===== config.mk =====
export PLATFORM = sky130hd
export DESIGN_NAME = alu_muldiv_seq
export DESIGN_NICKNAME = d
export VERILOG_FILES = /design/src/rtl/alu_pkg.sv /design/src/rtl/alu_muldiv_seq.sv
export SDC_FILE = /design/constraint.sdc
export NUM_CORES = 1
export LEC_CHECK = 0
export ABC_AREA = 1
export CORE_UTILIZATION = 47
export DETAILED_ROUTE_END_ITERATION = 12
export HOLD_SLACK_MARGIN = 0.06
export PLACE_DENSITY = 0.84
export SLEW_MARGIN = 20
export SYNTH_ARGS = -nofsm -noshare
export SYNTH_HDL_FRONTEND = slang
export SYNTH_SLANG_ARGS = --single-unit

===== constraint.sdc =====
create_clock -name clk -period 2.6 [get_ports clk]
set_input_delay 0.78 -clock clk [delete_from_list [all_inputs] [get_ports clk]]
set_output_delay 0.78 -clock clk [all_outputs]
set_load 0.01 [all_outputs]

===== src/rtl/alu_pkg.sv =====
// Opcodes and state/operation types shared by the ALU and the multiply/divide
// sequencer that sits beside it in the execute stage.
package alu_pkg;

    localparam logic [4:0] ALU_OP_ADD = 5'd0;
    localparam logic [4:0] ALU_OP_SUB = 5'd1;
    localparam logic [4:0] ALU_OP_MUL = 5'd2;
    localparam logic [4:0] ALU_OP_DIV = 5'd3;

    typedef enum logic [1:0] {
        IDLE,
        MUL,
        DIV,
        DONE
    } seq_state_t;

    typedef enum logic {
        MD_MUL = 1'b0,
        MD_DIV = 1'b1
    } muldiv_op_t;

endpackage


===== src/rtl/alu_muldiv_seq.sv =====
// Unsigned multiply (shift-add) and divide (restoring) sequencer that borrows
// the shared ALU's ADD/SUB, one iteration per cycle, with valid/ready handshakes.
module alu_muldiv_seq
    import alu_pkg::*;
#(
    parameter int N = 8
) (
    input  logic         clk,
    input  logic         rst,
    input  logic         req_valid,
    output logic         req_ready,
    input  logic         req_op,
    input  logic [N-1:0] req_a,
    input  logic [N-1:0] req_b,
    output logic         rsp_valid,
    input  logic         rsp_ready,
    output logic [N-1:0] rsp_hi,
    output logic [N-1:0] rsp_lo,
    output logic         rsp_dbz,
    output logic         busy,
    output logic [4:0]   alu_op,
    output logic [N-1:0] alu_a,
    output logic [N-1:0] alu_b,
    output logic         alu_cin,
    input  logic [N-1:0] alu_out,
    input  logic         alu_c
);

    localparam int CW = $clog2(N + 1);

    seq_state_t    state;
    logic [N-1:0]  acc_hi;
    logic [N-1:0]  acc_lo;
    logic [N-1:0]  b_reg;
    logic [CW-1:0] counter;

    logic [N-1:0]  shifted;
    logic          take;
    logic [N-1:0]  next_hi;
    logic [N-1:0]  next_lo;

    assign alu_cin = 1'b0;

    // ALU drive and the next accumulator value are a function of the current
    // state only, so the ALU result returns within the same iteration cycle.
    always_comb begin
        // NOTE: every output gets a default first so no path leaves it unassigned (no latch).
        alu_op  = ALU_OP_ADD;
        alu_a   = '0;
        alu_b   = '0;
        next_hi = acc_hi;
        next_lo = acc_lo;
        shifted = {acc_hi[N-2:0], acc_lo[N-1]};
        take    = acc_hi[N-1] | alu_c;
        case (state)
            MUL: begin
                alu_a = acc_hi;
                alu_b = b_reg;
                if (acc_lo[0]) {next_hi, next_lo} = {alu_c, alu_out, acc_lo[N-1:1]};
                else           {next_hi, next_lo} = {1'b0, acc_hi, acc_lo[N-1:1]};
            end
            DIV: begin
                alu_op  = ALU_OP_SUB;
                alu_a   = shifted;
                alu_b   = b_reg;
                // A set bit shifted out of acc_hi means the remainder already exceeds b.
                next_hi = take ? alu_out : shifted;
                next_lo = {acc_lo[N-2:0], take};
            end
            default: ;
        endcase
    end

    // NOTE: sequential state uses non-blocking assignments only, so every register
    // samples pre-edge values regardless of statement order.
    always_ff @(posedge clk or posedge rst) begin
        if (rst) begin
            state     <= IDLE;
            req_ready <= 1'b1;
            rsp_valid <= 1'b0;
            rsp_dbz   <= 1'b0;
            busy      <= 1'b0;
            rsp_hi    <= '0;
            rsp_lo    <= '0;
            acc_hi    <= '0;
            acc_lo    <= '0;
            b_reg     <= '0;
            counter   <= '0;
        end else begin
            case (state)
                IDLE: begin
                    if (req_valid && req_ready) begin
                        req_ready <= 1'b0;
                        if (req_op == MD_DIV && req_b == '0) begin
                            rsp_lo    <= '1;
                            rsp_hi    <= req_a;
                            rsp_dbz   <= 1'b1;
                            rsp_valid <= 1'b1;
                            state     <= DONE;
                        end else begin
                            acc_hi  <= '0;
                            acc_lo  <= req_a;
                            b_reg   <= req_b;
                            counter <= CW'(N);
                            busy    <= 1'b1;
                            state   <= (req_op == MD_DIV) ? DIV : MUL;
                        end
                    end
                end
                MUL, DIV: begin
                    acc_hi  <= next_hi;
                    acc_lo  <= next_lo;
                    counter <= counter - CW'(1);
                    if (counter == CW'(1)) begin
                        rsp_hi    <= next_hi;
                        rsp_lo    <= next_lo;
                        rsp_dbz   <= 1'b0;
                        rsp_valid <= 1'b1;
                        busy      <= 1'b0;
                        state     <= DONE;
                    end
                end
                DONE: begin
                    if (rsp_ready) begin
                        rsp_valid <= 1'b0;
                        req_ready <= 1'b1;
                        state     <= IDLE;
                    end
                end
                default: state <= IDLE;
            endcase
        end
    end

endmodule


Word-level counts from Yosys, hierarchy flattened
Cells that the tools add are included.

Add/sub/neg operators: 1. Equality and inequality tests: 9. Muxes and demuxes: 44. Bitwise logic cells: 2. Reductions and logical operators: 14.

Operator list (number): 8-bit two-way mux (14); 8-bit case mux with 2 select lines (7); 3-bit AND reduction (4); 4-bit AND reduction (3); 1-bit two-way mux (10); 2-bit two-way mux (5); 8-bit zero test (1); 4-bit two-way mux (2); 2-bit != test, second input constant (4); 4-bit case mux with 2 select lines (1); 1-bit case mux with 2 select lines (3); 2-bit case mux with 3 select lines (1); 2-bit equality test, second input constant (2); 4-bit by 1-bit equality test with 1-bit output, second input constant (1); 2-bit nonzero test (2); 4-bit by 1-bit subtractor with 4-bit output, second input constant (1); 1-bit case mux with 3 select lines (1); 2-bit by 1-bit equality test with 1-bit output, second input constant (1); 1-bit logical AND (2); 2-bit zero test (1); 2-bit by 1-bit != test with 1-bit output, second input constant (1); 2-bit OR reduction (1); 1-bit NOT (1); 1-bit bitwise OR (1).

Register bits after elaboration: 50. Input port bits: 30. Output and inout bits: 42. Word-level logic and storage cells: 81.

Longest topological paths before layout
Gate-level depths: netlist (run 1).

Word-level depth: 5. Mapped depth: 12. Depth with buffers taken out: 10.

Worst setup path after synthesis (run 1)
Ideal clock, no wire load.

Kind: register -> output. Start point: register state[0]. End point: output port alu_a[0]. Data arrival time: 1386 ps. Required time: 1820 ps. Slack: 434 ps. Stages on the path, launching flop included: 8. Path buffers: 3. Path through: dfrtp_1 inv_1 ha_1 buf_4 inv_2 buf_2 buf_2 a21oi_1.

Longest elaborated chain between the ends: 2. Elaborated cells on any way between the ends: 3. Those cells by class: 2 x eq/ne; 1 x mux.

RTL lines: start: declaration (RTL line alu_muldiv_seq.sv:31) `seq_state_t state;`; start signal: assignment (RTL line alu_muldiv_seq.sv:106) `state <= (req_op == MD_DIV) ? DIV : MUL;`; 2-bit equality test or 2-bit by 1-bit equality test with 1-bit output (tied branches) (RTL line alu_muldiv_seq.sv:55) `case (state)`; 8-bit case mux with 2 select lines * (RTL line alu_muldiv_seq.sv:55); end: declaration (RTL line alu_muldiv_seq.sv:22) `output logic [N-1:0] alu_a,`.

Every way passes the cells marked *; elsewhere a longest branch is shown, timed or not.

Worst setup path after layout (run 1)
Start point: register state[1]. End point: output port alu_a[2].

The elaborated chain is that of the path after synthesis.

==> flow_metrics.py, run 1 <==
metrics = {
    "global_routing": {
        "grt_usage": 0.239,
        "grt_antenna_before_repair": 0,
        "grt_busiest_layer": "met2",
        "gr-usage-met1": 0.295,
        "grt_use_met2": 0.428,
        "grt_pass1_vias": 3026,
        "grt.overflow.total": 0,
        "grt_pass1_wl_mm": 13.5,
        "met3_usage": 0.0356,
        "grt_max_degree": 51,
    },
    "clock_tree": {
        "ctsLongestPathBuffers": 2,
        "htreeDepth": 2,
        "insertion_delay_ns": 0.31,
        "cts_tree": "built",
        "ctsHoldBuffers": 0,
        "numCtsBuffers": 5,
        "clk_pin_slew_ns": 0.09,
        "root_buffer": "clkbuf_8",
        "cts_sinks": 50,
    },
    "finish": {
        "layout.cell_area.non_filler_sq_um": 4000,
        "final_common_cell": "nand2_1",
        "area_growth_pct": 28.2,
        "fin_nets": 567,
        "seq_area_sq_um": 1250,
        "utilization": 0.626,
        "diodes": 0,
        "fillerInstances": 621,
        "multi_input_area_sq_um": 1560,
        "layout-drive-gt1-share": 0.0791,
        "layout_common_cells": "254 x nand2_1, 49 x dfrtp_1, 49 x clkdlybuf4s50_1, 42 x inv_1, 18 x o21ai_0",
    },
    "synthesis": {
        "synth.avg_cell_area_sq_um": 6.67,
        "synth_top_area_cell": "dfrtp_1",
        "synth-edff-count": 0,
        "synthArstFlopShare": 1.00,
        "seq_area_frac_synth": 0.402,
        "ys_warn_count": 0,
        "synth_ff_type": "dfrtp_1",
        "ys_ff_latch": 50,
        "synth_cells": 468,
        "syn_area_sq_um": 3120,
        "synth_cell_type_count": 30,
        "synth_area_leaders": "dfrtp_1 39%, nand2_1 31%, inv_1 5.4%",
        "yosys.area.top_type_share": 0.393,
    },
    "power_and_ir_drop": {
        "ir_worst_vdd_mv": 0.839,
        "p_leak_nw": 2.40,
        "p_per_area_nw_per_um2": 1300,
    },
    "sta": {
        "fin_crit_sh": 0.943,
        "tns_ns": 0,
        "period_needed_ns": 2.45,
        "finClkSkew_ns": 0.00968,
        "fmax_mhz": 408,
        "finalHoldViolCount": 0,
        "rsz0062_at_grt": "no",
        "setup_viol": 0,
        "maxSlewViolCount": 0,
    },
    "routing": {
        "route.vias.total": 3119,
        "viasPerCell": 5.13,
        "ant_nets": 0,
        "drcViolationCount": 0,
        "drt_iter0_drc": 233,
        "drtPass1Iterations": 5,
        "routedWlPerCell_um": 13.3,
        "drt_wl_total_mm": 8.10,
    },
    "place": {
        "io_buffers": 66,
        "place_congestion": 0.887,
        "place_area_sq_um": 3800,
        "dp_hpwl_mm": 5.62,
    },
    "worst_setup_path": {
        "critical_path_required_ns": 1.82,
        "worstReg2RegStart": "state[1]",
        "ff2ff_path_depth": 7,
        "cp-end-kind": "output port",
        "arrival_ns": 1.67,
        "worstReg2RegEnd": "acc_hi[2]",
        "r2r_slack_ns": 0.60,
        "critPathLaunch": "state[1]",
        "crit_fanout": 9,
        "crit_type": "reg2out",
        "crit_path_end": "alu_a[2]",
        "startpoint_type": "flip-flop",
    },
    "floorplan": {
        "num_rows": 29,
        "core_area_sq_um": 6390,
        "die_area_sq_um": 6970,
        "fp.dieH_um": 83.5,
        "initial_utilization": 0.488,
        "dieWidth_um": 83.5,
        "io-pin-count": 72,
    },
    "hold_path": {
        "hp-class": "reg2reg",
        "min_from": "rsp_lo[2]",
    },
    "run_status": {
        "status": "completed",
    },
    "run": {
        "cap_violations": 0,
    },
}
logic make-up (layout without fill, tap and decap cells):
kind of cell               count (synthesis)  in the layout  share of synthesized area
other                                      1              5                    0.00120
adders and majority gates                  6              6                     0.0241
DFF                                       50             50                      0.402
and+or+nand+nor                          301            301                      0.396
AOI/OAI and AO/OA                         35             35                     0.0590
buffers and inverters                     74            133                      0.115
xor gates and xnor gates                   1              1                    0.00281
stage by stage:
stage | worst slack, ns | hold slack (ns) | power, mW | std cells
after floorplan | 0.434 | 0.453 | 3.46 | 472
after global placement | 0.182 | 0.461 | 4.29 | 597
after detailed placement | 0.0492 | 0.465 | 4.39 | 597
after CTS | 0.00198 | 0.488 | 5.17 | 608
after global routing | 0.0976 | 0.514 | 5.59 | 608
final | 0.148 | 0.487 | 5.18 | 608
worst min-delay path by stage:
stage,slack (ns),to,depth (start not counted)
after floorplan,0.45,b_reg[1],2
after global placement,0.46,busy,2
after detailed placement,0.46,rsp_lo[2],2
after CTS,0.49,rsp_lo[2],2
after global routing,0.51,rsp_lo[3],2
final,0.49,rsp_lo[2],2
synth_stat cells (2+ instances only):
cell / number
buf_4: 9
nand4_1: 11
nor2_1: 11
buf_2: 8
ha_1: 6
clkbuf_1: 3
nand2_1: 254
inv_2: 3
nand3_1: 12
a21oi_1: 9
o21ai_1: 5
nand2_2: 5
dfrtp_1: 49
o21ai_0: 18
nor2_4: 2
inv_1: 45
buf_6: 5
final cells by class:
cell class,instances,share of cell area
timing repair buffer,78,0.200
sequential,50,0.313
inverter,48,0.0450
clock buffer,6,0.0206
clock inverter,1,0.00751
tap,77,0.0241
multi-input combinational,348,0.390
per-layer routing:
layer	routed length [um]	vias up	part of all wire
li1	-	1535	-
met1	3370	1432	0.42
met4	141	0	0.017
met2	4120	133	0.51
met3	464	19	0.057
met5	0	-	0
power breakdown:
part	total (mW)	switching (mW)	leakage [nW]	internal [mW]
logic	3.24	1.93	1.70	1.31
registers	1.37	0.239	0.643	1.13
clock network	0.575	0.266	0.0573	0.308
worst max-delay path, stage by stage, from the launching register on:
cell           delay [ns]
dfrtp_1              0.39
inv_2                0.09
ha_4                 0.30
inv_2                0.09
a21oi_1              0.19
dlygate4sd2_1        0.32
repair_timing:
action | CTS | global route
pin swaps | 1 | 0
resized for setup | 20 | 5
endpoints found under the setup margin | 17 | 5
gates cloned | 1 | 0
setup buffers | 3 | 0
Note: power is estimated with default switching activity, not from simulation.
==> inputs of run 2 (changes only) <==
--- a/config.mk
+++ b/config.mk
@@ -6,11 +6,11 @@
 export NUM_CORES = 1
 export LEC_CHECK = 0
 export ABC_AREA = 1
-export CORE_UTILIZATION = 47
+export CORE_UTILIZATION = 30
 export DETAILED_ROUTE_END_ITERATION = 12
 export HOLD_SLACK_MARGIN = 0.06
-export PLACE_DENSITY = 0.84
-export SLEW_MARGIN = 20
+export PLACE_DENSITY = 0.6
+export SLEW_MARGIN = 15
 export SYNTH_ARGS = -nofsm -noshare
 export SYNTH_HDL_FRONTEND = slang
 export SYNTH_SLANG_ARGS = --single-unit
==> flow_metrics.py, run 2 (synthesis results as in run 1) <==
metrics = {
    "global_routing": {
        "grt_usage": 0.156,
        "grt.overflow.total": 0,
        "grt_max_degree": 34,
        "grt_antenna_before_repair": 0,
        "grt_pass1_vias": 2848,
        "grt_busiest_layer": "met2",
        "grt_pass1_wl_mm": 13.8,
        "met3_usage": 0.0320,
        "gr-usage-met1": 0.203,
        "grt_use_met2": 0.262,
    },
    "worst_setup_path": {
        "r2r_slack_ns": 0.50,
        "worstReg2RegEnd": "counter[1]",
        "ff2ff_path_depth": 9,
        "cp-end-kind": "output port",
        "critical_path_required_ns": 1.82,
        "startpoint_type": "flip-flop",
        "crit_fanout": 8,
        "arrival_ns": 1.65,
        "worstReg2RegStart": "state[1]",
        "crit_type": "reg2out",
    },
    "floorplan": {
        "num_rows": 36,
        "die_area_sq_um": 10800,
        "dieWidth_um": 104,
        "io-pin-count": 72,
        "initial_utilization": 0.315,
        "fp.dieH_um": 104,
        "core_area_sq_um": 9910,
    },
    "routing": {
        "drt_wl_total_mm": 8.06,
        "drtPass1Iterations": 4,
        "drcViolationCount": 0,
        "route.vias.total": 2944,
        "drt_iter0_drc": 116,
        "routedWlPerCell_um": 12.1,
        "viasPerCell": 4.42,
        "ant_nets": 0,
    },
    "clock_tree": {
        "numCtsBuffers": 5,
        "ctsHoldBuffers": 0,
        "cts_tree": "built",
        "clk_pin_slew_ns": 0.09,
        "root_buffer": "clkbuf_8",
        "cts_sinks": 50,
        "insertion_delay_ns": 0.30,
        "ctsLongestPathBuffers": 2,
        "htreeDepth": 2,
    },
    "hold_path": {
        "hold_path_depth": 2,
        "hp-class": "reg2reg",
        "min_from": "rsp_hi[7]",
        "worstHoldEndpoint": "rsp_hi[7]",
    },
    "sta": {
        "layout_setup_ws_ns": 0.167,
        "period_needed_ns": 2.43,
        "rsz0062_at_grt": "no",
        "tns_ns": 0,
        "finalHoldViolCount": 0,
        "fin_crit_sh": 0.936,
        "maxSlewViolCount": 0,
        "setup_viol": 0,
        "finClkSkew_ns": 0.00552,
        "fmax_mhz": 411,
    },
    "place": {
        "dp_hpwl_mm": 6.03,
        "place_ws_ns": 0.0601,
        "place_area_sq_um": 3880,
        "place_congestion": 0.823,
        "io_buffers": 66,
    },
    "finish": {
        "diodes": 0,
        "multi_input_area_sq_um": 1560,
        "layout.cell_area.non_filler_sq_um": 4060,
        "area_growth_pct": 30.0,
        "final_common_cell": "nand2_1",
        "layout-drive-gt1-share": 0.0826,
        "layout_common_cells": "254 x nand2_1, 50 x clkdlybuf4s50_1, 49 x dfrtp_1, 42 x inv_1, 18 x o21ai_0",
        "fillerInstances": 1100,
        "seq_area_sq_um": 1250,
        "utilization": 0.409,
        "fin_nets": 568,
    },
    "power_and_ir_drop": {
        "p_leak_nw": 2.33,
        "finalPower_mw": 5.14,
        "ir_worst_vdd_mv": 0.525,
        "p_per_area_nw_per_um2": 1270,
    },
    "run": {
        "cap_violations": 0,
    },
    "run_status": {
        "status": "completed",
    },
}
## run 2: metal layers
metal  up-vias  share of wire
li1       1543              -
met1      1315           0.46
met2        74           0.47
met3        12          0.052
met4         0          0.013
met5         -              0
## run 2: cell type report
class | count | area share
clock buffers | 6 | 0.0204
inverters | 48 | 0.0444
repair buffers | 79 | 0.186
clock inverters | 2 | 0.0148
flip-flops and latches | 50 | 0.309
well taps | 133 | 0.0410
multi-input cells | 348 | 0.385
## run 2: how the worst max path moves through the flow
stage,start,endpoint,cells after the start
6_report,state[0],alu_a[2],6
5_1_grt,state[0],alu_a[6],6
4_1_cts,state[0],alu_a[2],6
2_1_floorplan,state[0],alu_a[0],7
3_5_place_dp,state[1],alu_a[5],5
3_3_place_gp,state[1],alu_a[7],5
## run 2: report_power, final
group / leakage (nW) / total, mW / switching (mW) / internal, mW
Clock: 0.0714 / 0.675 / 0.264 / 0.410
Sequential: 0.643 / 1.38 / 0.250 / 1.13
Combinational: 1.62 / 3.08 / 1.86 / 1.22
Total: 2.33 / 5.14 / 2.38 / 2.76
## run 2: stage by stage
step,hold slack (ns),instances
3_3_place_gp,0.468,657
6_report,0.487,666
3_5_place_dp,0.463,657
4_1_cts,0.493,666
2_1_floorplan,0.453,472
5_1_grt,0.524,666
## run 2: timing repair
action	CTS	global route
gates resized for setup	22	2
endpoints found under the setup margin	16	7
buffers inserted	1	0
## run 2: critical path, cell delays in order (launching register included)
cell and delay, ns:
dfrtp_1 0.41, inv_2 0.12, ha_4 0.17, buf_4 0.16, nand2_1 0.08, a21oi_1 0.14
dlygate4sd2_1 0.27
==> patch, RTL diff (flow settings as in run 1) <==
`N`: 8 -> 4.
--- a/src/rtl/alu_muldiv_seq.sv
+++ b/src/rtl/alu_muldiv_seq.sv
@@ -5,3 +5,3 @@
 #(
-    parameter int N = 8
+    parameter int N = 4
 ) (
Ports: changed (7 resized); port bits go from 72 to 44. No check against the original RTL was run, so the function may have changed too.
==> patch against run 1 <==
- critical path depth stayed put
- sequential power is 41% lower
- non-clock buffer count is 29 lower
- sequential share of layout area fell by 0.99 points
- sequential cell count shrank 21
- area after synthesis fell by 42%
- total power decreased by 34%
- largest cell class unchanged
- core utilization is 2.8 points higher
- first-iteration DRC count is 43% lower
- final area is 40% lower
- global-route usage decreased by 0.10 points
- wire length is 47% lower
- worst setup slack got worse by 50 ps
- largest power group unchanged
- count of clock-buffer cells in the layout increased by 1
==> patch: results (changes against run 1) <==
* Largest net degree at the start of global routing at 30 (-41%)
* First-pass GRT wire length at 7370 microns (-46%)
* Commonest cells in the netlist: nand2_1 (87), inv_1 (32), dfrtp_1 (28)
* Reg2reg setup slack at 480 ps (-120 ps)
* Hold wc startpoint: b_reg[1]
* Max incr delay on CP at 530 ps (+140 ps)
* Worst reg2reg endpoint: rsp_hi[1]
* Peak VDD IR at 866 uV (+3.2%)
* Clk_lat worst skew at 280 ps (-30 ps)
* Critical path arrival at 1720 ps (+50 ps)
* Crit path max-delay cell type: clkdlybuf4s50_1
* R2R depth at 11 (+4)
* FF-to-FF Start: state[0]
* Final Skew at 4.27 ps (-5.40 ps)
* Global-route usage over all layers at 23.8% (-0.10 points)
* IO Port Bufs at 38 (-42%)
* Diode count at 0 (unchanged)
* DRT Wirelength at 4320 microns (-47%)
* GP Congestion at 0.906 (+2.1%)
* Cell variety after synth at 25 (-17%)
* Drt via density at 5.02 (-2.2%)
* Cell internal pwr at 1.86 mW (-32%)
* CP endpoint: alu_b[2]
* Filler instances at 322 (-48%)
* Leakage power at 1.21 nW (-49%)
* # nets final at 325 (-43%)
* Hpwl dp at 3150 microns (-44%)
* Status: finished clean
* 1st-iter DRT viols at 133 (-43%)
patch: changes by cell type after synthesis, sizes merged, moves of 3 or more:
cell | run 1 | this run
a21oi | 9 | 20
buf | 23 | 10
dfrtp | 49 | 28
inv | 48 | 34
nand2 | 260 | 91
nand3 | 14 | 10
nand4 | 11 | 1
nor2 | 14 | 17
o21ai | 24 | 27
patch: kinds of logic (layout without fill, tap and decap cells):
kind of cell | Yosys count | count (layout) | share of synthesized area (%)
flops | 29 | 29 | 40.5
buf+inv | 45 | 91 | 11.4
fa+ha+maj | 8 | 8 | 5.58
simple gates | 120 | 120 | 27.9
other cells | 1 | 5 | 0.209
compound gates | 47 | 47 | 14.4
patch: stage by stage:
| step | setup slack, ps | instances | cell area (sq um) | power (mW) | utilization (%) |
|---|---|---|---|---|---|
| floorplan | 512 | 254 | 1810 | 2.14 | - |
| global placement | 131 | 336 | 2230 | 2.73 | 60.9 |
| detailed placement | 11.4 | 336 | 2230 | 2.80 | 60.9 |
| CTS | 47.2 | 346 | 2380 | 3.38 | 65.1 |
| global route | 20.4 | 348 | 2400 | 3.70 | 65.5 |
| finish | 97.8 | 348 | 2400 | 3.41 | 65.5 |
patch: how the worst min path moves through the flow:
stage           endpoint  slack [ps]  cells past startpoint
2_1_floorplan   b_reg[0]         440                      2
3_3_place_gp    b_reg[1]         450                      2
3_5_place_dp    b_reg[1]         460                      2
4_1_cts         b_reg[1]         470                      2
5_1_grt        req_ready         500                      2
6_report        b_reg[1]         470                      2
patch: final cells by class:
| type | instances | area, sq um | area share (%) |
|---|---|---|---|
| Inverter | 34 | 130 | 5.43 |
| Clock inverter | 1 | 30.0 | 1.25 |
| Sequential cell | 29 | 727 | 30.3 |
| Clock buffer | 7 | 86.3 | 3.60 |
| Multi-Input combinational cell | 180 | 906 | 37.8 |
| Tap cell | 48 | 60.1 | 2.51 |
| Timing Repair Buffer | 49 | 458 | 19.1 |
patch: metal layers:
layer / wire length, microns / up-vias / GRT usage (%)
met5: 0 / - / 0
met4: 95 / 0 / 12.2
met3: 238 / 10 / 5.36
met2: 2160 / 64 / 40.0
met1: 1830 / 804 / 28.2
li1: - / 868 / -
patch: power groups by stage:
stage	Sequential, mW	Combinational [mW]	Clock (mW)
finish	0.811	2.11	0.484
global route	0.835	2.35	0.518
CTS	0.809	2.08	0.493
detailed placement	0.816	1.98	0
global placement	0.807	1.92	0
floorplan	0.829	1.31	0
patch: timing repair:
item / in CTS / in global routing
setup endpoints to repair: 8 / 4
gates resized for setup: 10 / 0
pin swaps: 0 / 1
buffers inserted: 2 / 2
patch: worst max-delay path, delay by kind of cell, from the launching register on:
| family | cells | cell delay (ps) |
|---|---|---|
| adders and majority gates | 1 | 320 |
| buffers and inverters | 3 | 650 |
| DFF | 1 | 400 |
| and+or+nand+nor | 1 | 60 |
